--- src/rtl/pc_sequencer_pkg.sv ---
// pc_sequencer_pkg: shared state encoding, entry-point table and default widths for the PC sequencer.
package pc_sequencer_pkg;
  localparam int DEF_PC_W = 10;
  localparam int DEF_IMEM_DEPTH = 1024;
  localparam int DEF_CNT_W = 16;
  typedef enum logic [1:0] {IDLE = 2'd0, RUN = 2'd1, HALTED = 2'd2} pc_state_t;
  localparam logic [DEF_PC_W-1:0] START_ADDR [4] = '{10'd0, 10'd128, 10'd256, 10'd384};
  function automatic logic [DEF_PC_W-1:0] start_addr(input logic [1:0] sel);
    return START_ADDR[sel];
  endfunction
endpackage

--- src/rtl/pc_sequencer_if.sv ---
// pc_sequencer_if: run-control, ALU-result and status signals between testbench/ALU and the sequencer.
interface pc_sequencer_if
  import pc_sequencer_pkg::*;
#(
  parameter int PC_W = DEF_PC_W,
  parameter int CNT_W = DEF_CNT_W
);
  logic start;
  logic [1:0] prog_sel;
  logic stall;
  logic [8:0] boffset;
  logic bsign;
  logic alu_reset;
  logic alu_halt;
  logic [PC_W-1:0] pc;
  logic fetch_en;
  logic done;
  logic fault;
  logic [CNT_W-1:0] retired;
  modport master (
    output start, prog_sel, stall, boffset, bsign, alu_reset, alu_halt,
    input pc, fetch_en, done, fault, retired
  );
  modport slave (
    input start, prog_sel, stall, boffset, bsign, alu_reset, alu_halt,
    output pc, fetch_en, done, fault, retired
  );
endinterface

--- src/rtl/pc_sequencer_next_calc.sv ---
// pc_next_calc: combinational next-PC for sequential or relative-branch flow, flagging targets outside instruction memory.
module pc_next_calc
  import pc_sequencer_pkg::*;
#(
  parameter int PC_W = DEF_PC_W,
  parameter int IMEM_DEPTH = DEF_IMEM_DEPTH
) (
  input  logic [PC_W-1:0] pc,
  input  logic [8:0]      boffset,
  input  logic            bsign,
  output logic [PC_W-1:0] nxt,
  output logic            oob
);
  localparam int W = PC_W + 2;
  logic signed [W-1:0] base, off, t;
  always_comb begin
    base = $signed({2'b00, pc});
    off = $signed({{(W-9){1'b0}}, boffset});
    t = (boffset == 9'd0) ? base + W'(1) : bsign ? base - off : base + off;
    oob = (t < 0) || (t > $signed(W'(IMEM_DEPTH - 1)));
    nxt = t[PC_W-1:0];
  end
endmodule

--- src/rtl/pc_sequencer.sv ---
// pc_sequencer: PC register, IDLE/RUN/HALTED run control and saturating retire counter.
module pc_sequencer
  import pc_sequencer_pkg::*;
#(
  parameter int PC_W = DEF_PC_W,
  parameter int IMEM_DEPTH = DEF_IMEM_DEPTH,
  parameter int CNT_W = DEF_CNT_W
) (
  input logic clk,
  input logic rst_n,
  pc_sequencer_if.slave bus
);
  pc_state_t state;
  logic [PC_W-1:0] pc, nxt, entry;
  logic oob, fault;
  logic [CNT_W-1:0] retired;
  pc_next_calc #(.PC_W(PC_W), .IMEM_DEPTH(IMEM_DEPTH)) u_calc (
    .pc(pc), .boffset(bus.boffset), .bsign(bus.bsign), .nxt(nxt), .oob(oob)
  );
  assign entry = PC_W'(start_addr(bus.prog_sel));
  assign bus.pc = pc;
  assign bus.fault = fault;
  assign bus.retired = retired;
  assign bus.fetch_en = (state == RUN) && !bus.stall;
  assign bus.done = (state == HALTED);
  // Any transition into IDLE reloads the entry point and clears status, so IDLE always looks fresh.
  always_ff @(posedge clk or negedge rst_n)
    if (!rst_n) begin
      state <= IDLE;
      pc <= '0;
      fault <= 1'b0;
      retired <= '0;
    end else case (state)
      RUN: if (bus.start) begin
        state <= IDLE;
        pc <= entry;
        fault <= 1'b0;
        retired <= '0;
      end else begin
        if (!bus.stall || bus.alu_halt || bus.alu_reset)
          retired <= (&retired) ? retired : retired + CNT_W'(1);
        if (bus.alu_halt) state <= HALTED;
        else if (bus.alu_reset) pc <= entry;
        else if (!bus.stall) begin
          if (oob) begin
            fault <= 1'b1;
            state <= HALTED;
          end else pc <= nxt;
        end
      end
      HALTED: if (bus.start) begin
        state <= IDLE;
        pc <= entry;
        fault <= 1'b0;
        retired <= '0;
      end
      default: begin
        pc <= entry;
        fault <= 1'b0;
        retired <= '0;
        state <= bus.start ? IDLE : RUN;
      end
    endcase
endmodule

--- src/flat_wrapper.sv ---
// flat-port wrapper written by rule: the top's interface ports become plain ports
module pc_sequencer_flat import pc_sequencer_pkg::*;
#(
  parameter int PC_W = DEF_PC_W,
  parameter int IMEM_DEPTH = DEF_IMEM_DEPTH,
  parameter int CNT_W = DEF_CNT_W
)
  (clk, rst_n, bus_start, bus_prog_sel, bus_stall, bus_boffset, bus_bsign, bus_alu_reset, bus_alu_halt, bus_pc, bus_fetch_en, bus_done, bus_fault, bus_retired);
  pc_sequencer_if #(.PC_W(PC_W), .CNT_W(CNT_W)) bus_i ();
  input logic clk;
  input logic rst_n;
  input wire logic [$bits(bus_i.start)-1:0] bus_start;
  input wire logic [$bits(bus_i.prog_sel)-1:0] bus_prog_sel;
  input wire logic [$bits(bus_i.stall)-1:0] bus_stall;
  input wire logic [$bits(bus_i.boffset)-1:0] bus_boffset;
  input wire logic [$bits(bus_i.bsign)-1:0] bus_bsign;
  input wire logic [$bits(bus_i.alu_reset)-1:0] bus_alu_reset;
  input wire logic [$bits(bus_i.alu_halt)-1:0] bus_alu_halt;
  output wire logic [$bits(bus_i.pc)-1:0] bus_pc;
  output wire logic [$bits(bus_i.fetch_en)-1:0] bus_fetch_en;
  output wire logic [$bits(bus_i.done)-1:0] bus_done;
  output wire logic [$bits(bus_i.fault)-1:0] bus_fault;
  output wire logic [$bits(bus_i.retired)-1:0] bus_retired;
  assign bus_i.start = bus_start;
  assign bus_i.prog_sel = bus_prog_sel;
  assign bus_i.stall = bus_stall;
  assign bus_i.boffset = bus_boffset;
  assign bus_i.bsign = bus_bsign;
  assign bus_i.alu_reset = bus_alu_reset;
  assign bus_i.alu_halt = bus_alu_halt;
  assign bus_pc = bus_i.pc;
  assign bus_fetch_en = bus_i.fetch_en;
  assign bus_done = bus_i.done;
  assign bus_fault = bus_i.fault;
  assign bus_retired = bus_i.retired;
  pc_sequencer #(.PC_W(PC_W), .IMEM_DEPTH(IMEM_DEPTH), .CNT_W(CNT_W)) u_core (.clk(clk), .rst_n(rst_n), .bus(bus_i));
endmodule
--- config.mk ---
export PLATFORM = sky130hd
export DESIGN_NAME = pc_sequencer_flat
export DESIGN_NICKNAME = d
export VERILOG_FILES = /design/src/rtl/pc_sequencer_pkg.sv /design/src/rtl/pc_sequencer_if.sv /design/src/rtl/pc_sequencer_next_calc.sv /design/src/rtl/pc_sequencer.sv /design/src/flat_wrapper.sv
export SDC_FILE = /design/constraint.sdc
export NUM_CORES = 1
export LEC_CHECK = 0
export ABC_CLOCK_PERIOD_IN_PS = 4960
export CAP_MARGIN = 20
export CORE_ASPECT_RATIO = 0.6
export CORE_MARGIN = 4
export CORE_UTILIZATION = 58
export CTS_CLUSTER_SIZE = 28
export DETAILED_ROUTE_END_ITERATION = 12
export PLACE_DENSITY = 0.86
export SYNTH_ARGS = -nofsm -noshare
export SYNTH_HDL_FRONTEND = slang
export SYNTH_SLANG_ARGS = --single-unit
--- constraint.sdc ---
create_clock -name clk -period 4.96 [get_ports clk]
set_input_delay 0.496 -clock clk [delete_from_list [all_inputs] [get_ports clk]]
set_output_delay 0.496 -clock clk [all_outputs]
set_load 0.1 [all_outputs]
After elaboration in Yosys (flattened, before gate mapping)
Index checks and enable logic that the tools add are counted.
{"block": "totals", "out_inout_bits": 29, "wordCells": 69, "input_bits": 18, "reg_bits": 29}
{"block": "op_classes", "eq_ne": 14, "add_sub_neg": 4, "magnitude_cmp": 3, "bitwise": 1, "n_mux": 32, "n_reduce_logical": 11}
{"cell": "$mux 10", "count": 8}
{"cell": "$mux 16", "count": 4}
{"cell": "$pmux 16 s2", "count": 1}
{"cell": "$mux 12", "count": 2}
{"cell": "$bmux 10 s2", "count": 1}
{"cell": "$pmux 10 s2", "count": 1}
{"cell": "$add 16x1->16 const B", "count": 1}
{"cell": "$ne 4x4->1 const B", "count": 4}
{"cell": "$reduce_and 16->1", "count": 1}
{"cell": "$ne 3x3->1 const B", "count": 5}
{"cell": "$gt 12x11->1 const B", "count": 1}
{"cell": "$lt 12x1->1 const B", "count": 1}
{"cell": "$mux 2", "count": 6}
{"cell": "$add 10x1->11 const B", "count": 1}
{"cell": "$add 10x9->11", "count": 1}
{"cell": "$sub 10x9->11", "count": 1}
{"cell": "$logic_not 9->1", "count": 1}
{"cell": "$reduce_and 4->1", "count": 2}
{"cell": "$mux 1", "count": 7}
{"cell": "$reduce_and 5->1", "count": 1}
{"cell": "$ne 4x3->1 const B", "count": 1}
{"cell": "$pmux 2 s2", "count": 1}
{"cell": "$ge 3x3->1 const B", "count": 1}
{"cell": "$logic_or 1x1->1", "count": 3}
{"cell": "other kinds (9)", "count": 9}

Logic depth before layout (Yosys ltp)
{"block": "logic_depth", "word_depth": 11, "mapped_depth": 11, "mapped_depth_nobuf": 10}

Hierarchy
A second synthesis with hierarchy kept.
{"block": "hier_totals", "hier_cells": 353, "hier_area_um2": 2780.2}
{"module": "pc_sequencer", "cells_each": 180, "area_each_um2": 1596.5, "instances": 1, "seq_area_each_um2": 725.7}
{"module": "pc_next_calc", "cells_each": 173, "area_each_um2": 1183.6, "instances": 1, "seq_area_each_um2": 0.0}

Least setup slack after synthesis
Ideal clock, no wire load.
{"block": "synth_timing", "kind": "reg-to-reg", "from": "register u_core.pc[0] (netlist: u_core.bus.pc[0])", "to": "register u_core.state[1]", "stages_incl_launch_ff": 11, "required_time_ns": 4.835, "setup_slack_ns": 1.461, "arrival_ns": 3.374, "path_buffers": 0, "synth_period_minus_slack_ns": 3.499, "setup_time_ns": 0.125, "path_cell_list": "dfrtp_1 > ha_1 > inv_1 > fa_1 > o21bai_2 > a221oi_2 > or4_1 > a311o_1 > nor4_4 > o22ai_2 > mux2_4"}
{"block": "synth_between", "elab_chain_cells": 7, "elab_cells_between_ends": 10, "cone_classes": "add/sub: 3; order compare: 2; eq/ne: 1; mux: 2; reduce/logical: 2"}
{"element": "start: declaration", "line": "pc_sequencer.sv:14", "rtl": "logic [PC_W-1:0] pc, nxt, entry;"}
{"element": "start signal: assignment", "line": "pc_sequencer.sv:36", "rtl": "pc <= entry;"}
{"element": "start signal: assignment", "line": "pc_sequencer.sv:43", "rtl": "else if (bus.alu_reset) pc <= entry;"}
{"element": "start signal: assignment", "line": "pc_sequencer.sv:48", "rtl": "end else pc <= nxt;"}
{"element": "$add 10x9->11 / $sub 10x9->11 (equally long branches)", "line": "pc_sequencer_next_calc.sv:19", "rtl": "t = (boffset == 9'd0) ? base + W'(1) : bsign ? base - off : base + off;"}
{"element": "$mux 12", "line": "pc_sequencer_next_calc.sv:19"}
{"element": "$mux 12 *", "line": "pc_sequencer_next_calc.sv:19"}
{"element": "$lt 12x1->1 / $gt 12x11->1 (equally long branches)", "line": "pc_sequencer_next_calc.sv:20", "rtl": "oob = (t < 0) || (t > $signed(W'(IMEM_DEPTH - 1)));"}
{"element": "$logic_or 1x1->1 *", "line": "pc_sequencer_next_calc.sv:20"}
{"element": "$ne 4x3->1 (no line) *"}
{"element": "$reduce_and 4->1 (no line) *"}
{"element": "end signal: assignment", "line": "pc_sequencer.sv:61", "rtl": "state <= bus.start ? IDLE : RUN;"}
{"element": "end: declaration", "line": "pc_sequencer.sv:13", "rtl": "pc_state_t state;"}
Every way passes the cells marked *; elsewhere a longest branch is shown, timed or not.
A chain may end at the register's enable or synchronous reset.

Worst setup path after layout
{"block": "layout_timing", "from": "input bus_boffset[0]", "to": "register u_core.pc[2] (netlist: u_core.bus.pc[2])"}
{"block": "layout_between", "elab_chain_cells": 9, "elab_cells_between_ends": 16, "cone_classes": "add/sub: 2; order compare: 2; eq/ne: 1; mux: 8; reduce/logical: 3"}
{"element": "start: declaration", "line": "flat_wrapper.sv:15", "rtl": "input wire logic [$bits(bus_i.boffset)-1:0] bus_boffset;"}
{"element": "$add 10x9->11 / $sub 10x9->11 (equally long branches)", "line": "pc_sequencer_next_calc.sv:19"}
{"element": "$mux 12", "line": "pc_sequencer_next_calc.sv:19"}
{"element": "$mux 12 *", "line": "pc_sequencer_next_calc.sv:19"}
{"element": "branches (longest 6 deep; another with $lt 12x1->1)"}
Every way passes the cells marked *. The select of a mux whose other input is x is not followed.

==> metrics.txt <==
Syn Inst Count ~340; peak supply drop between 0.3 and 0.4 mV; Slew Limit Fails 0; first-pass GRT wire length ~13000 um; post-synthesis adder-cell area fraction between 10% and 20%; Overall Global Routing Usage 28.16%; CP arrival ~3.6 ns; Min-Delay Path Class reg -> reg; Starting Density roughly 63%; Skew-Pair Late Insertion Delay roughly 0.28 ns; Worst Setup End Kind flip-flop; FILL cells between 300 and 400; main combinational cell family by area after synthesis simple AND/OR/NAND/NOR gates; largest net degree at the start of global routing 30; ant diodes 0; Lkg Pwr 1.367 nW; Post-synth EDFFs 0; Final WS setup ~1.5 ns; critical path capture point u_core.bus.pc[2]; synth top area cells dfrtp_1, ha_1, nor2_1; Crit-path slowest cell clkdlybuf4s50_1; pre-CTS setup slack between 1 and 1.5 ns; CP max FO 17; post-CTS setup buffer count 0; Tmin final 3.455 ns; cells resized by post-CTS repair 0; post-synth top area share between 20% and 30%; outcome finished, final reports clean; Final Hold Fails 0; CP top delay family compound AO/OA/AOI/OAI gates; max_slew headroom between 30% and 40%; H-tree Lvls 2; Syn Area/Cell roughly 8 sq um; drt drc 0; # setup viols final 0; Fmax around 0.29 GHz; Reg area 725.7 sq um; most common cell after layout, fill and taps aside clkdlybuf4s50_1; critical path, cell by cell clkdlybuf4s50_1 -> ha_1 -> inv_1 -> fa_1 -> o21bai_2 -> a221oi_2 -> or4_1 -> a311o_1 -> o21ai_4 -> nor3_1 -> a211o_1; Mapped Nets 380; Core Box Area approximately 4300 sq um; CTS Hold Bufs 0; worst reg2reg path depth 10; Async SR Flop Fraction 100.0%; DR WL/cell about 18 um; worst setup path start bus_boffset[0]; area grow syn2layout 21.71%; Boundary Pins 47; die area between 5000 and 6000 sq um; multi-input logic area about 1800 sq um; Max-Cap Viols 0; CP peak stage delay 0.52 ns; Post-Synth Simple-Gate Area between 20 and 30%; #FFs+latches synth 29; CP Launch Type input pin; sequential fraction of the synthesis area between 20% and 30%; synth warn 0; XOR/XNOR Fraction of Synth Area about 4.2%; share of cells above drive strength 1 6.527%; R2R Path End u_core.bus.pc[2]; Die W approximately 96 um; buffer levels on the longest clock path 2; pwr/cell area 339.8 nW/um^2; vias per inst between 6 and 7; CTS Root Buffer Type clkbuf_8; HPWL Detailed around 5900 um; Worst-path clk slew ~0.06 ns; GPL Wtd Cong slightly below 1; Top FF cell, synth dfrtp_1; most frequent cells in the layout clkdlybuf4s50_1, nor2_1, dfrtp_1, nand2_1, a21oi_1; CP Class in -> reg; vias in the first global route about 2600; via count approximately 2800; RR Startpoint u_core.bus.pc[0]; Crit path buffers/inverters 2; antenna-violating nets left 0; TritonCTS buffer count 5; unrepaired setup endpoints after global routing no; Setup TNS 0 ns; complex-gate fraction of the synthesized area around a quarter; biggest area consumer among synthesized cells dfrtp_1; worst-margin pin slew about 1.0 ns; CTS tree built; Stages on worst setup path 11; CTS sink cnt 29; grt ovf 0; final net count approximately 420; Yosys cell types 60; row count 18; initial antenna violation count 0; Die H slightly above 60 um; drt total wl roughly 7800 um; mux share of post-synthesis cell area ~1.3%; netlist area before placement about 2700 sq um; Worst Skew 0.002280 ns; period utilization 69.66%; register-to-register setup slack ~1.7 ns; PortBufs 46; Iteration-0 DRC Markers roughly 340; DR pass1 iterations 5; CP required a little over 5 ns
[Yosys cell counts, types with 3 or more instances]
library cell	n
xnor2_1	5
nor2b_1	8
clkbuf_1	6
nand3_1	17
and3_1	8
o31ai_1	6
a21oi_1	24
dfrtp_1	29
nor3_1	8
nand2_1	24
and2_1	3
nand4_1	4
nor2_1	36
a211o_1	3
nand3b_1	3
a21o_1	4
or2_2	5
or3_1	6
o31a_1	3
inv_1	22
a211oi_1	3
ha_1	22
o211ai_1	5
xor2_1	8
o21ai_0	23
nand2b_1	5
[metrics by stage]
step / utilization [%] / area, sq um / std cells / power (mW) / hold WS, ns
after floorplan: - / 2715 / 338 / 0.7522 / 0.2004
after global placement: 74.46 / 3203 / 435 / 0.8790 / 0.5043
after detailed placement: 74.46 / 3203 / 435 / 0.8899 / 0.5165
after CTS: 76.82 / 3304 / 443 / 1.108 / 0.5272
after global routing: 76.82 / 3304 / 443 / 1.174 / 0.5608
final: 76.82 / 3304 / 443 / 1.123 / 0.5244
[sequential cells by signal, indices dropped and copies added (netlist names)]
register,cells
u_core.bus.retired,16
u_core.bus.pc,10
u_core.state,2
u_core.bus.fault,1
[where the power goes]
part | internal, mW | switching, mW | total [mW]
logic | 0.185 | 0.405 | 0.590
clock network | 0.125 | 0.0952 | 0.220
registers | 0.260 | 0.0521 | 0.312
[layout make-up]
type / instances / area share [%]
multi-input combinational: 276 / 55.93
sequential: 29 / 21.96
timing repair buffer: 47 / 14.16
clock buffer: 7 / 2.916
inverter: 23 / 2.613
tap: 60 / 2.272
clock inverter: 1 / 0.1515
[routing by layer]
metal | part of all wire [%] | global-route usage (%) | wire, um
met1 | 48 | 43.15 | 3733
met2 | 39 | 38.57 | 3072
met3 | 12 | 8.798 | 911
met4 | 1.1 | 5.788 | 86
met5 | 0 | 0 | 0
[tightest hold or removal path: stages, from the launching register on]
cell     delay, ns
dfrtp_1       0.38
inv_1         0.05
a21oi_1       0.05
[cell families after synthesis]
family / Yosys count
simple gates: 136
mux: 3
buf+inv: 33
flops: 29
xor+xnor: 13
fa+ha+maj: 24
compound gates: 100
[worst min path at each step]
stage / cells after the start / end / slack [ns] / from
2_1_floorplan: 0 / u_core.bus.fault / 0.20 / rst_n
3_3_place_gp: 1 / u_core.bus.retired[6] / 0.50 / u_core.bus.retired[6]
3_5_place_dp: 2 / u_core.bus.fault / 0.52 / u_core.bus.fault
4_1_cts: 2 / u_core.bus.fault / 0.53 / u_core.bus.fault
5_1_grt: 2 / u_core.bus.fault / 0.56 / u_core.bus.fault
6_report: 2 / u_core.bus.fault / 0.52 / u_core.bus.fault
Note: power is estimated with default switching activity, not from simulation.
==> RTL change 1 (config.mk and constraints unchanged) <==
Change the package constant `DEF_PC_W` from 10 to 20.
--- a/src/rtl/pc_sequencer_pkg.sv
+++ b/src/rtl/pc_sequencer_pkg.sv
@@ -1,5 +1,5 @@
 // pc_sequencer_pkg: shared state encoding, entry-point table and default widths for the PC sequencer.
 package pc_sequencer_pkg;
-  localparam int DEF_PC_W = 10;
+  localparam int DEF_PC_W = 20;
   localparam int DEF_IMEM_DEPTH = 1024;
   localparam int DEF_CNT_W = 16;
Ports: changed (resized bus_pc); port bits go from 47 to 57. The function was not compared with the original's and may differ.
==> RTL change 1 against the original RTL <==
Synthesized cell count increased by 24%. Power increased by 4.5%. Sequential power increased by 18%. Combinational power down 18%. Global-route usage up 1.0 points. Routed wire length up 29%. Synthesized area increased by 24%. Cell area increased by 24%. Sequential cell count is 10 higher. Worst setup slack got worse by 1100 ps.
==> RTL change 1: results (changes against the original RTL) <==
Timing
  • Clock skew: 12.43 ps (+10.15 ps)
  • Relative slew slack: 0.3376 (+0.003983)
  • Final period demand of the worst path: 4549 ps (+1094 ps)

Routing
  • Vias: 3496 (+24%)
  • Number of DRC markers after the initial detailed-route iteration: 335 (-0.59%)
  • WL final: 10.07 mm (+29%)
  • Detail-routed via count per cell: 6.356 (about the same)

Layout
  • Share of cells above drive strength 1: 0.05319 (-0.01208)
  • Number of fill cells in the layout: 434 (+32%)
  • Net count, final: 511 (+21%)

Worst setup path
  • Crit path max fanout: 13 (-4)
  • Longest individual stage delay on the worst path: 800 ps (+280 ps)
  • Slowest stage cell on the critical path: a2111oi_0
  • Data arrival time of the critical path: 4740 ps (+1120 ps)
  • Setup slack of the worst register-to-register path: 560 ps (-1160 ps)

Placement
  • Placed standard-cell area: 3961 um^2 (+24%)
  • Setup WS pre-CTS: 258.8 ps (-991.8 ps)
  • DP Wirelength: 7.629 mm (+28%)
  • Weighted congestion at the end of routability-driven global placement: 0.9398 (-2.5%)

Logic synthesis
  • Leading cell types by total area after synthesis: dfrtp_1, ha_1, nor2_1
  • Net count of the mapped netlist: 461 (+21%)
  • Share of the yosys chip area belonging to registers: 0.2901 (+0.02279)
  • Post-Synthesis Mean Instance Area: 8.030 um^2 (about the same)

Global routing
  • Global-route wire length before repair: 16.44 mm (+30%)
  • Pin count of the biggest net entering global routing: 40 (+33%)
  • Total track usage: 0.2915 (+0.009959)
  • Via count of the first global-routing pass: 3273 (+28%)

Power and ir drop
  • Peak supply drop: 132.1 uV (-61%)
  • Int Power: 686.5 uW (+20%)
  • Cell leakage power: 0.001725 uW (+26%)

Status
  • Outcome: complete, no violations

CTS
  • Clock transition time at the flip-flop clock pins of the worst setup and hold paths: 90 ps (+30 ps)
  • Clock latency reported for the late side of the worst-skew pair: 300 ps (+20 ps)

Hold path
  • Path category of the worst min-delay check: input pin to async pin
-- RTL change 1: logic make-up after synthesis --
| group | count (synthesis) | synth area share |
|---|---|---|
| xor gates and xnor gates | 22 | 0.05727 |
| AOI/OAI and AO/OA | 110 | 0.2086 |
| adders and majority gates | 24 | 0.09371 |
| DFF | 39 | 0.2901 |
| muxes | 6 | 0.01897 |
| buffers and inverters | 40 | 0.04872 |
| and+or+nand+nor | 178 | 0.2826 |
-- RTL change 1: power by group through the flow --
stage | combinational (uW) | clock (uW) | sequential [uW]
global route | 516 | 330 | 369
detailed placement | 468 | 0 | 371
global placement | 456 | 0 | 370
CTS | 471 | 319 | 365
floorplan | 259 | 0 | 449
finish | 486 | 321 | 367
-- RTL change 1: cell type report --
class	instances	area (um^2)	area share
Inverter	24	90.09	0.02196
Multi-Input combinational cell	340	2225	0.5424
Clock inverter	2	60.06	0.01464
Timing Repair Buffer	59	578.1	0.1409
Clock buffer	6	72.57	0.01769
Tap cell	80	100.1	0.02441
Sequential cell	39	975.9	0.2380
-- RTL change 1: per-stage QoR --
| step | util | power (uW) | hold slack, ps |
|---|---|---|---|
| 3_5_place_dp | 0.7078 | 838.8 | 511.1 |
| 5_1_grt | 0.7328 | 1215 | 388.5 |
| 2_1_floorplan | - | 708.1 | 200.4 |
| 4_1_cts | 0.7315 | 1155 | 337.8 |
| 3_3_place_gp | 0.7078 | 826.6 | 504.1 |
| 6_report | 0.7328 | 1173 | 301.8 |
-- RTL change 1: routing by layer --
metal,global-route usage,wire [um],vias up
met5,0,0,-
met4,0.05493,106,0
met3,0.05712,842,16
met2,0.4338,4333,182
met1,0.4379,4787,1692
li1,-,-,1606
-- RTL change 1: final timing paths --
kind | start | endpoint | depth (start not counted)
hold / removal | rst_n | u_core.bus.pc[3]$_DFFE_PN0P_ | 1
setup reg to reg | u_core.bus.pc[0]$_DFFE_PN0P_ | u_core.bus.pc[8]$_DFFE_PN0P_ | 14
setup / recovery | bus_boffset[0] | u_core.bus.pc[8]$_DFFE_PN0P_ | 14
max in group asynchronous | rst_n | u_core.bus.pc[12]$_DFFE_PN0P_ | 1
min in group clk | u_core.bus.fault$_DFFE_PN0P_ | u_core.bus.fault$_DFFE_PN0P_ | 2
hold reg to reg | u_core.bus.fault$_DFFE_PN0P_ | u_core.bus.fault$_DFFE_PN0P_ | 2
==> RTL change 2 (same flow settings) <==
Made on the original files. The 3 states of `pc_state_t` get a one-hot encoding in 3 bits.
--- a/src/rtl/pc_sequencer_pkg.sv
+++ b/src/rtl/pc_sequencer_pkg.sv
@@ -4,5 +4,5 @@
   localparam int DEF_IMEM_DEPTH = 1024;
   localparam int DEF_CNT_W = 16;
-  typedef enum logic [1:0] {IDLE = 2'd0, RUN = 2'd1, HALTED = 2'd2} pc_state_t;
+  typedef enum logic [2:0] {IDLE = 3'b001, RUN = 3'b010, HALTED = 3'b100} pc_state_t;
   localparam logic [DEF_PC_W-1:0] START_ADDR [4] = '{10'd0, 10'd128, 10'd256, 10'd384};
   function automatic logic [DEF_PC_W-1:0] start_addr(input logic [1:0] sel);
Function: no difference found for any inputs over 4 cycles, from zero or initial values and one cycle with rst_n low; so few cycles prove little.
==> RTL change 2 against the original RTL <==
Sequential cell count grew 1. Worst setup slack gained 300 ps. Synthesized area shrank 3.2%. Cell area shrank 1.8%. Final cell count shrank 4.3%. First-iteration DRC count shrank 6.2%. Count of clock-buffer cells in the layout is the same. Routed wire length shrank 2.8%.
Power is not compared: it rests on default switching activity, and its combinational part moved more than twofold at a synthesized area within 25%.
==> RTL change 2: results (changes against the original RTL) <==
Global routing
  • Total track usage: 0.2811 (-0.0004779)
  • Global-route met3 utilization: 0.08805 (about the same)
  • Pin count of the biggest net entering global routing: 31 (+3.3%)
  • Met2 routing resource usage after global routing: 0.3798 (-0.005913)
  • GR Util met1: 0.4320 (+0.0004899)
  • Via count of the first global-routing pass: 2495 (-2.7%)
  • Global-route wire length before repair: 12.37 mm (-2.2%)

Placement
  • Setup WS pre-CTS: 1583 ps (+332.0 ps)
  • DP Wirelength: 5.760 mm (-3.2%)
  • Weighted congestion at the end of routability-driven global placement: 0.9565 (-0.76%)
  • Placed standard-cell area: 3153 um^2 (-1.6%)

Layout
  • Fraction of area in multi-input gates: 0.5507 (-0.008544)
  • Non-clock buffer count: 48 (+2.1%)
  • Area overhead of the layout relative to synthesis: 23.42%
  • Net count, final: 403 (-5.0%)
  • Number of fill cells in the layout: 310 (-5.8%)
  • Inverter count of the layout excluding clock inverters: 17 (-26%)
  • Seq_cells: 30 (+3.4%)
  • Final cell count without fillers: 424 (-4.3%)
  • Data-path buffer share of cell area in the final layout: 0.1465 (+0.004935)
  • Largest regs: u_core.bus.retired (16), u_core.bus.pc (10), u_core.state (3)
  • Clk cell area share: 0.02815 (-0.002517)
  • Share of cell area taken by flip-flops and latches: 0.2318 (+0.01216)
  • Number of multi-input combinational cells: 261 (-5.4%)
  • Share of cells above drive strength 1: 0.06593 (+0.0006599)

Routing
  • Routed wire length on met3: 972 um (+6.7%)
  • Detailed-routed wire length on met2: 3.092 mm (+0.65%)
  • Routed metal-1 wirelength: 3.462 mm (-7.3%)
  • Number of DRC markers after the initial detailed-route iteration: 316 (-6.2%)
  • Detail-routed via count per cell: 6.443 (+1.4%)
  • Routed length per placed instance: 17.89 um (+1.6%)

Logic synthesis
  • Synth Cell Area: 2629 um^2 (-3.2%)
  • Net count of the mapped netlist: 354 (-6.8%)
  • Leading cell types by total area after synthesis: dfrtp_1, ha_1, o21ai_0
  • Number of distinct library cells after synthesis: 53 (-12%)
  • Share of the yosys chip area belonging to registers: 0.2861 (+0.01877)
  • Ranking of synthesized cells by instance count: o21ai_0, dfrtp_1, nor2_1
  • Post-Synthesis Mean Instance Area: 8.372 um^2 (+4.2%)

Power and ir drop
  • Total Power Consumption: 614.4 uW
  • Peak supply drop: 121.7 uV

Hold path
  • Worst hold endpoint: u_core.bus.retired[13]$_DFFE_PN0P_
  • Hold Crit Start: u_core.bus.retired[13]$_DFFE_PN0P_

Worst setup path
  • Data arrival time of the critical path: 3330 ps (-290 ps)
  • Slowest stage cell on the critical path: clkdlybuf4s50_1
  • Crit path max fanout: 9 (-8)
  • Setup slack of the worst register-to-register path: 2000 ps (+280 ps)

Timing
  • Slew at the pin with the worst max-slew slack: 978.8 ps (-17.68 ps)
  • Worst Hold Slack: 508.2 ps (-16.22 ps)

Status
  • Outcome: complete, no violations
## RTL change 2: cell families (layout without fill, tap and decap cells)
logic type      after synthesis  count (layout)  synth area share
fa+ha+maj                    22              22            0.1104
compound gates               93              93            0.2575
buf+inv                      23              73           0.03427
flops                        30              30            0.2861
xor+xnor                     15              15           0.04997
mux                           2               2          0.008091
simple gates                129             129            0.2537
## RTL change 2: worst max path at each step
stage	depth (start not counted)	to	slack, ps	from
floorplan	9	u_core.state[1]$_DFFE_PN0P_	1660	u_core.bus.pc[1]$_DFFE_PN0P_
global placement	8	u_core.bus.pc[2]$_DFFE_PN0P_	1670	bus_boffset[4]
detailed placement	11	u_core.bus.pc[7]$_DFFE_PN0P_	1580	bus_boffset[0]
CTS	11	u_core.bus.pc[7]$_DFFE_PN0P_	1850	bus_boffset[0]
global route	8	u_core.bus.pc[2]$_DFFE_PN0P_	1670	bus_boffset[4]
finish	11	u_core.bus.pc[7]$_DFFE_PN0P_	1810	bus_boffset[0]
